## src/rtl/generation_sequencer.sv

```systemverilog
// Life-grid generation sequencer: sweeps every cell, reads its 3x3 neighbourhood from nine banks, writes results back.
// Optional macro CONWAY_GEN_COUNT_EN builds the completed-generation counter; otherwise gen_count is tied low.
module generation_sequencer #(
  parameter int WIDTH_PIXELS  = 6,
  parameter int HEIGHT_PIXELS = 6,
  parameter int WIDTH_BLOCKS  = 2,
  parameter int HEIGHT_BLOCKS = 2,
  parameter int ADDR_WIDTH    = 2
) (
  input  logic                  clk,
  input  logic                  reset,
  input  logic                  start,
  output logic                  busy,
  output logic                  done,
  output logic [8:0]            read_enable,
  output logic [ADDR_WIDTH-1:0] read_addr_0,
  output logic [ADDR_WIDTH-1:0] read_addr_1,
  output logic [ADDR_WIDTH-1:0] read_addr_2,
  output logic [ADDR_WIDTH-1:0] read_addr_3,
  output logic [ADDR_WIDTH-1:0] read_addr_4,
  output logic [ADDR_WIDTH-1:0] read_addr_5,
  output logic [ADDR_WIDTH-1:0] read_addr_6,
  output logic [ADDR_WIDTH-1:0] read_addr_7,
  output logic [ADDR_WIDTH-1:0] read_addr_8,
  output logic [8:0]            write_enable,
  output logic [ADDR_WIDTH-1:0] write_addr,
  output logic                  frame_buffer_select,
  output logic [15:0]           gen_count
);
  localparam int AW = ADDR_WIDTH;
  localparam logic [AW-1:0] X_LAST = AW'(WIDTH_PIXELS / 3 - 1);
  localparam logic [AW-1:0] Y_LAST = AW'(HEIGHT_PIXELS / 3 - 1);
  localparam logic [AW-1:0] WB     = AW'(WIDTH_BLOCKS);
  localparam logic [AW-1:0] ZERO   = AW'(1'b0);
  localparam logic [AW-1:0] ONE    = AW'(1'b1);

  if (WIDTH_BLOCKS * 3 != WIDTH_PIXELS || HEIGHT_BLOCKS * 3 != HEIGHT_PIXELS ||
      (2 ** ADDR_WIDTH) < WIDTH_BLOCKS * HEIGHT_BLOCKS) begin : g_bad_cfg
    $error("generation_sequencer: inconsistent grid parameters");
  end

  typedef enum logic [1:0] {IDLE = 2'd0, SWEEP = 2'd1, DRAIN = 2'd2, SWAP = 2'd3} state_t;

  state_t        state_r;
  logic [AW-1:0] xb_r, yb_r;
  logic [1:0]    xm_r, ym_r;
  logic [3:0]    cur_bank_r;
  logic [AW-1:0] cur_addr_r;

  logic [AW+1:0] xp_s, xn_s, yp_s, yn_s;
  logic [AW-1:0] col_blk_s [4];
  logic [AW-1:0] row_blk_s [4];
  logic [AW-1:0] nb_addr_s [9];
  logic          x_wrap_s, sweep_end_s, load_s;

  // Coordinates travel as {block, phase}; stepping by one never needs a divider.
  function automatic logic [AW+1:0] coord_dec(input logic [AW-1:0] b, input logic [1:0] m,
                                              input logic [AW-1:0] last);
    logic [AW+1:0] r;
    if (m != 2'd0) r = {b, m - 2'd1};
    else if (b == ZERO) r = {last, 2'd2};
    else r = {b - ONE, 2'd2};
    return r;
  endfunction

  function automatic logic [AW+1:0] coord_inc(input logic [AW-1:0] b, input logic [1:0] m,
                                              input logic [AW-1:0] last);
    logic [AW+1:0] r;
    if (m != 2'd2) r = {b, m + 2'd1};
    else if (b == last) r = {ZERO, 2'd0};
    else r = {b + ONE, 2'd0};
    return r;
  endfunction

  function automatic logic [AW-1:0] bank_addr(input logic [AW-1:0] rb, input logic [AW-1:0] cb);
    return rb * WB + cb;
  endfunction

  // Neighbour block per bank row/column: three consecutive wrapped coordinates cover phases 0..2 once.
  always_comb begin
    xp_s = coord_dec(xb_r, xm_r, X_LAST);
    xn_s = coord_inc(xb_r, xm_r, X_LAST);
    yp_s = coord_dec(yb_r, ym_r, Y_LAST);
    yn_s = coord_inc(yb_r, ym_r, Y_LAST);
    for (int i = 0; i < 4; i++) begin
      col_blk_s[i] = ZERO;
      row_blk_s[i] = ZERO;
    end
    col_blk_s[xm_r]       = xb_r;
    col_blk_s[xp_s[1:0]]  = xp_s[AW+1:2];
    col_blk_s[xn_s[1:0]]  = xn_s[AW+1:2];
    row_blk_s[ym_r]       = yb_r;
    row_blk_s[yp_s[1:0]]  = yp_s[AW+1:2];
    row_blk_s[yn_s[1:0]]  = yn_s[AW+1:2];
    for (int b = 0; b < 9; b++) nb_addr_s[b] = bank_addr(row_blk_s[b / 3], col_blk_s[b % 3]);
    x_wrap_s    = (xm_r == 2'd2) && (xb_r == X_LAST);
    sweep_end_s = (xb_r == ZERO) && (xm_r == 2'd0) && (yb_r == ZERO) && (ym_r == 2'd0);
    load_s      = ((state_r == IDLE) && start) || ((state_r == SWEEP) && !sweep_end_s);
  end

  // Read path and cell counters; counters wrap back to zero after the last cell.
  always_ff @(posedge clk) begin
    if (reset) begin
      read_enable <= 9'h000;
      {read_addr_0, read_addr_1, read_addr_2} <= {3{ZERO}};
      {read_addr_3, read_addr_4, read_addr_5} <= {3{ZERO}};
      {read_addr_6, read_addr_7, read_addr_8} <= {3{ZERO}};
      xb_r <= ZERO;  xm_r <= 2'd0;  yb_r <= ZERO;  ym_r <= 2'd0;
      cur_bank_r <= 4'd0;
      cur_addr_r <= ZERO;
    end else if (load_s) begin
      read_enable <= 9'h1FF;
      read_addr_0 <= nb_addr_s[0];  read_addr_1 <= nb_addr_s[1];  read_addr_2 <= nb_addr_s[2];
      read_addr_3 <= nb_addr_s[3];  read_addr_4 <= nb_addr_s[4];  read_addr_5 <= nb_addr_s[5];
      read_addr_6 <= nb_addr_s[6];  read_addr_7 <= nb_addr_s[7];  read_addr_8 <= nb_addr_s[8];
      cur_bank_r  <= {2'b00, ym_r} * 4'd3 + {2'b00, xm_r};
      cur_addr_r  <= bank_addr(yb_r, xb_r);
      {xb_r, xm_r} <= xn_s;
      if (x_wrap_s) {yb_r, ym_r} <= yn_s;
      else {yb_r, ym_r} <= {yb_r, ym_r};
    end else begin
      read_enable <= 9'h000;
    end
  end

  // Sequencer FSM: write slot trails each read by one cycle; SWAP flips the frame buffer.
  always_ff @(posedge clk) begin
    if (reset) begin
      state_r             <= IDLE;
      busy                <= 1'b0;
      done                <= 1'b0;
      write_enable        <= 9'h000;
      write_addr          <= ZERO;
      frame_buffer_select <= 1'b0;
    end else begin
      done         <= 1'b0;
      write_enable <= 9'h000;
      case (state_r)
        IDLE: begin
          if (start) begin
            state_r <= SWEEP;
            busy    <= 1'b1;
          end
        end
        SWEEP: begin
          write_enable <= 9'h001 << cur_bank_r;
          write_addr   <= cur_addr_r;
          if (sweep_end_s) state_r <= DRAIN;
        end
        DRAIN: begin
          state_r             <= SWAP;
          done                <= 1'b1;
          frame_buffer_select <= ~frame_buffer_select;
        end
        SWAP: begin
          state_r <= IDLE;
          busy    <= 1'b0;
        end
        default: begin
          state_r <= IDLE;
          busy    <= 1'b0;
        end
      endcase
    end
  end

`ifdef CONWAY_GEN_COUNT_EN
  // Completed-generation count, updated as SWAP is entered so it lines up with done.
  always_ff @(posedge clk) begin
    if (reset) gen_count <= 16'h0000;
    else if (state_r == DRAIN) gen_count <= gen_count + 16'h0001;
    else gen_count <= gen_count;
  end
`else
  assign gen_count = 16'h0000;
`endif

endmodule

```

## config.mk

```make
export PLATFORM = sky130hd
export DESIGN_NAME = generation_sequencer
export DESIGN_NICKNAME = d
export VERILOG_FILES = /design/src/rtl/generation_sequencer.sv
export SDC_FILE = /design/constraint.sdc
export NUM_CORES = 1
export LEC_CHECK = 0
export ABC_AREA = 1
export CAP_MARGIN = 40
export CORE_AREA = 8 8 87 105
export DETAILED_ROUTE_END_ITERATION = 12
export DIE_AREA = 0 0 95 113
export GPL_ROUTABILITY_DRIVEN = 0
export PLACE_DENSITY = 0.61
export SYNTH_ARGS = -nofsm -noshare
export SYNTH_HDL_FRONTEND = slang
export SYNTH_SLANG_ARGS = --single-unit
```

## constraint.sdc

```tcl
create_clock -name clk -period 2.05 [get_ports clk]
set_input_delay 0.41 -clock clk [delete_from_list [all_inputs] [get_ports clk]]
set_output_delay 0.41 -clock clk [all_outputs]
set_load 0.005 [all_outputs]
```

=== Word-level counts from Yosys, hierarchy flattened ===
Index checks and enable logic that the tools add are counted.

* Output and inout bits: 57
* Input port bits: 3
* Logic and storage cells: 132
* Register bits after elaboration: 57

* Multiply operators: 1
* Add/sub/neg operators: 19
* Magnitude comparators: 12
* Bitwise logic cells: 10
* Reductions and logical operators: 26
* Shifts and indexed selects: 1
* Mux-type cells: 31
* Equal/unequal tests: 10

{| class="wikitable"
|+ Operators by type and width
! kind !! count
|-
| $bwmux W8 || 4
|-
| $mux W4 || 8
|-
| $demux W2 S2 || 6
|-
| $add A2 B2 Y2 || 10
|-
| $ge A3 B3 Y1 const B || 6
|-
| $lt A3 B1 Y1 const B || 6
|-
| $not A2 Y3 || 6
|-
| $and A8 B8 Y8 || 2
|-
| $mux W2 || 8
|-
| $logic_and A1 B1 Y1 || 12
|-
| $logic_not A2 Y1 || 5
|-
| $mux W9 || 1
|-
| $shl A1 B4 Y9 const A || 1
|-
| $add A2 B1 Y2 const B || 4
|-
| $ne A2 B2 Y1 const B || 4
|-
| $pmux W2 S4 || 1
|-
| $sub A2 B1 Y2 const B || 4
|-
| $eq A2 B1 Y1 const B || 3
|-
| $eq A2 B2 Y1 const B || 3
|-
| $reduce_and A2 Y1 || 3
|-
| $reduce_bool A2 Y1 || 3
|-
| $add A4 B2 Y4 || 1
|-
| $mul A2 B2 Y4 const B || 1
|-
| $mux W1 || 2
|-
| 5 further kinds || 6
|}

=== Logic depth before layout (Yosys ltp) ===
* Word-level depth: 11
* Gate-level depth with buffers: 12
* Mapped depth without buffers: 12

=== Worst setup path after synthesis ===
Ideal clock, no wire load.

* Kind: reg-to-reg
* Start point: reg ym_r[0]
* End point: reg cur_bank_r[2]
* Slack: 0.221 ns
* Data required time: 1.980 ns
* Arrival: 1.759 ns
* Cell stages (with the launch flop): 8
* Period minus slack after synthesis: 1.829 ns
* Library setup time: 0.070 ns
* Buffers on the path: 0
* Path through: dfxtp_1 > inv_1 > fa_1 > inv_1 > ha_1 > inv_1 > fa_1 > a21oi_1

* Word-level cells in the longest chain between the ends: 5
* Elaborated cells on any way between the ends: 7
* Those cells by class: 1 x add/sub; 1 x mul; 5 x reduce/logical

{| class="wikitable"
|+ Ends and longest elaborated chain
! what !! line !! text
|-
| from (decl) || 46 || <nowiki>logic [1:0] xm_r, ym_r;</nowiki>
|-
| from (signal assigned) || 119 || <nowiki>if (x_wrap_s) {yb_r, ym_r} <= yn_s;</nowiki>
|-
| from (signal assigned) || 120 || <nowiki>else {yb_r, ym_r} <= {yb_r, ym_r};</nowiki>
|-
| parallel branches: the longest is 5 deep, another holds $mul A2 B2 Y4 || n/a ||
|-
| to (signal assigned) || 116 || <nowiki>cur_bank_r <= {2'b00, ym_r} * 4'd3 + {2'b00, xm_r};</nowiki>
|-
| to (decl) || 47 || <nowiki>logic [3:0] cur_bank_r;</nowiki>
|}

Parallel ways; which one is timed is not known.
A chain may end at the register's enable or synchronous reset.

=== Worst setup path after layout ===
* Start point: reg xm_r[1]
* End point: reg cur_bank_r[2]

* Word-level cells in the longest chain between the ends: 7
* Elaborated cells on any way between the ends: 8
* Those cells by class: 1 x add/sub; 7 x reduce/logical

{| class="wikitable"
|+ Ends and longest elaborated chain
! what !! line !! text
|-
| from (decl) || 46 ||
|-
| from (signal assigned) || 118 || <nowiki>{xb_r, xm_r} <= xn_s;</nowiki>
|-
| $logic_not A2 Y1 || 97 || <nowiki>sweep_end_s = (xb_r == ZERO) && (xm_r == 2'd0) && (yb_r == ZERO) && (ym_r == 2'd0);</nowiki>
|-
| $logic_and A1 B1 Y1 (3 in series) || 97 ||
|-
| $logic_not A1 Y1 || 98 || <nowiki>load_s = ((state_r == IDLE) && start) || ((state_r == SWEEP) && !sweep_end_s);</nowiki>
|-
| $logic_and A1 B1 Y1 || 98 ||
|-
| $logic_or A1 B1 Y1 || 98 ||
|}

Parallel ways exist; a longest one is shown, timed or not.

==> run_results.csv <==
group,metric,value,unit
run_status,outcome,"finished clean",
synthesis,synth_top_family_by_area,"simple AND/OR/NAND/NOR gates",
sta,rsz0062_at_grt,"false",
sta,fin_crit,1.904,ns
critical_path,r2r_start,"xm_r[1]",
layout,finalNetCount,414,
pwr,p_switching,1.580,mW
critical_path,crit_type,"register to register",
synthesis,synth_edf_count,0,
floorplan,core-area,7488,sq um
critical_path,crit_buf_inv,3,
pwr,p_total,3.864,mW
drt,vias,2179,
place,numPortBuffers,43,
synthesis,synth-xor-area-share,0.6893,%
critical_path,start_kind,"register",
sta,worst_hold_slack,0.4780,ns
drt,drc,0,
pwr,total_leakage_power,1.406,nW
critical_path,critPathMaxStageDelay,0.53,ns
synthesis,synth_cells,357,
layout,synthToLayoutAreaGrowth,17.97,%
grt,grt_usage,10.90,%
grt,antenna_found_initial,0,
run,drv_cap,0,
clocking,clk_latency,0.30,ns
critical_path,reg2reg_to,"cur_bank_r[2]",
critical_path,path_cells,"inv_2, fa_1, inv_1, ha_1, inv_1, fa_1, a21oi_1",
drt,wl_per_cell,11.86,um
layout,final_common_cell,"nand2_1",
pwr,p_comb_share,52.8,%
drt,dr.pass1.iters,4,
synthesis,syn_area_per_cell,7.118,sq um
min_path,hp-class,"register to register",
sta,fin_tns_setup,0,ns
floorplan,initial_core_util,33.93,%
critical_path,critical-path-top-delay-family,"adder cells",
grt,grt_pass1_wl,9.508,mm
pwr,powerDensity,1289,nW/um^2
synthesis,synth_compound_gate_area_share,9.109,%
critical_path,r2r_cells,7,
pwr,pwr-share-seq,33.5,%
floorplan,fp.dieArea,10740,sq um
grt,grt_max_degree,18,
layout,layout_common_cells,"nand2_1 (85), inv_1 (44), clkdlybuf4s50_1 (43)",
synthesis,yosysWarnings,0,
grt,grt_pass1_vias,2042,
sta,period_share,92.88,%
critical_path,cp-end-kind,"register",
drt,routed_wl,5.728,mm
critical_path,cp_slowest_cell,"fa_1",
clocking,cts_sinks,43,
pwr,internal-power,2.284,mW
synthesis,synth_top_flop_cell,"dfxtp_1",
critical_path,r2r_setup_slack,0.15,ns
sta,drv_slew,0,
clocking,cts_buffers,5,
synthesis,async_flop_share,0,%
critical_path,endpoint,"cur_bank_r[2]",
synthesis,ys_seq_area_share,33.87,%
place,dp_hpwl,4.552,mm
drt,drt_iter0_markers,181,
critical_path,required,2.28,ns
pwr,max-vdd-ir-drop,0.6758,mV
synthesis,synthesis.area,2541,sq um
synthesis,synthMuxAreaShare,0,%
synthesis,synth-seq-cells,43,
layout,diodes,0,
floorplan,die_height,113,um
sta,setup_viol,0,
floorplan,io_pins,60,
critical_path,critPathMaxFanout,5,
pwr,swShare,40.89,%
synthesis,ys_types,26,
layout,n_fill_cell,780,
clocking,clkSlewWorstSetupHoldPaths,0.08,ns
clocking,root_buffer,"clkbuf_8",
grt,grt_overflow,0,
critical_path,crit_cells,7,
clocking,h-tree-depth,2,
clocking,post_cts_buffers,0,
sta,finalHoldViolCount,0,
drt,ant_nets,0,
synthesis,synth-simple-area-share,26.49,%
sta,finClkSkew,0.003104,ns
layout,layout-drive-gt1-share,6.394,%
drt,via_per_inst,4.511,
critical_path,cp-startpoint,"xm_r[1]",
clocking,cts_tree,"yes",
floorplan,die_x,95,um
min_path,hold_path_depth,2,
synthesis,synth_fa_ha_area_share,10.93,%
sta,clock.fmax,525.2,MHz
critical_path,crit_arrival,2.14,ns
pwr,clock_power_share,13.7,%
floorplan,rows,35,
clocking,clock_path_buffers,2,
## layer usage
| metal | track usage (%) | routed length (um) | up-vias |
|---|---|---|---|
| met4 | 4.384 | 73 | 0 |
| li1 | - | - | 1134 |
| met1 | 12.93 | 2514 | 976 |
| met5 | 0 | 0 | - |
| met3 | 2.252 | 379 | 10 |
| met2 | 18.45 | 2761 | 59 |
## stage by stage
stage | setup slack [ns] | instance area (sq um) | util, % | std cells
global placement | 0.1679 | 2912 | 38.88 | 475
floorplan | 0.2211 | 2597 | - | 372
global route | 0.03714 | 2998 | 40.03 | 483
CTS | 0.09946 | 2997 | 40.02 | 483
finish | 0.1460 | 2998 | 40.03 | 483
detailed placement | 0.1106 | 2912 | 38.88 | 475
## power by group through the flow
stage / sequential (mW) / combinational [mW] / clock [mW]
2_1_floorplan: 1.27 / 1.41 / 0
3_3_place_gp: 1.30 / 2.04 / 0
3_5_place_dp: 1.31 / 2.05 / 0
4_1_cts: 1.30 / 2.07 / 0.555
5_1_grt: 1.33 / 2.32 / 0.581
6_report: 1.29 / 2.04 / 0.529
## cell type report
type | count | area [sq um] | share of cell area, %
inverter | 48 | 180.2 | 6.010
clock buffer | 6 | 72.57 | 2.421
timing repair buffer | 50 | 495.5 | 16.53
tap | 92 | 115.1 | 3.840
multi-input combinational | 242 | 1260 | 42.03
sequential | 43 | 862.1 | 28.76
clock inverter | 2 | 12.51 | 0.4174
## cell families after synthesis
logic type / Yosys count
compound gates: 45
xor+xnor: 2
fa+ha+maj: 21
flops: 43
simple gates: 158
other cells: 1
buf+inv: 87
## registers in the layout, summed over array words and instances, names as in the netlist
signal               flops
cur_addr_r               2
read_addr_4              1
read_addr_8              1
state_r                  2
xm_r                     2
write_enable             9
write_addr               2
cur_bank_r               4
done                     1
read_addr_0              2
read_addr_1              2
read_addr_5              1
read_addr_2              2
read_addr_6              1
frame_buffer_select      1
read_addr_7              1
yb_r                     2
xb_r                     2
busy                     1
ym_r                     2
read_addr_3              1
read_enable              1
## Yosys cell counts, drive strengths merged (2+ instances only)
cell / count / share of area, %
dfxtp: 43 / 34
buf: 37 / 11
inv: 48 / 7.1
nand3: 27 / 5.5
nand2: 87 / 13
fa: 2 / 1.6
a21oi: 21 / 4.1
nand3b: 2 / 0.59
xnor2: 2 / 0.69
o21ai: 22 / 4.3
nor2: 34 / 5.1
clkbuf: 2 / 0.39
ha: 19 / 9.4
nor3: 7 / 1.6
## how the worst min path moves through the flow
stage,slack [ns],endpoint,from
finish,0.48,write_enable[8],cur_bank_r[3]
global route,0.52,write_enable[8],cur_bank_r[3]
CTS,0.48,write_enable[8],cur_bank_r[3]
detailed placement,0.47,write_enable[8],cur_bank_r[3]
global placement,0.47,busy,busy
floorplan,0.44,cur_addr_r[0],cur_addr_r[0]
## tightest hold or removal path: stages (launching register included)
cell and delay (ns):
dfxtp_1 0.33, nand3_1 0.08, nor2_1 0.04
## repair_timing
| action | in CTS | in global routing |
|---|---|---|
| setup endpoints to repair | 0 | 3 |
| resized for setup | 0 | 3 |
| hold buffers | 0 | 0 |
Power figures use the tool's default switching activity.
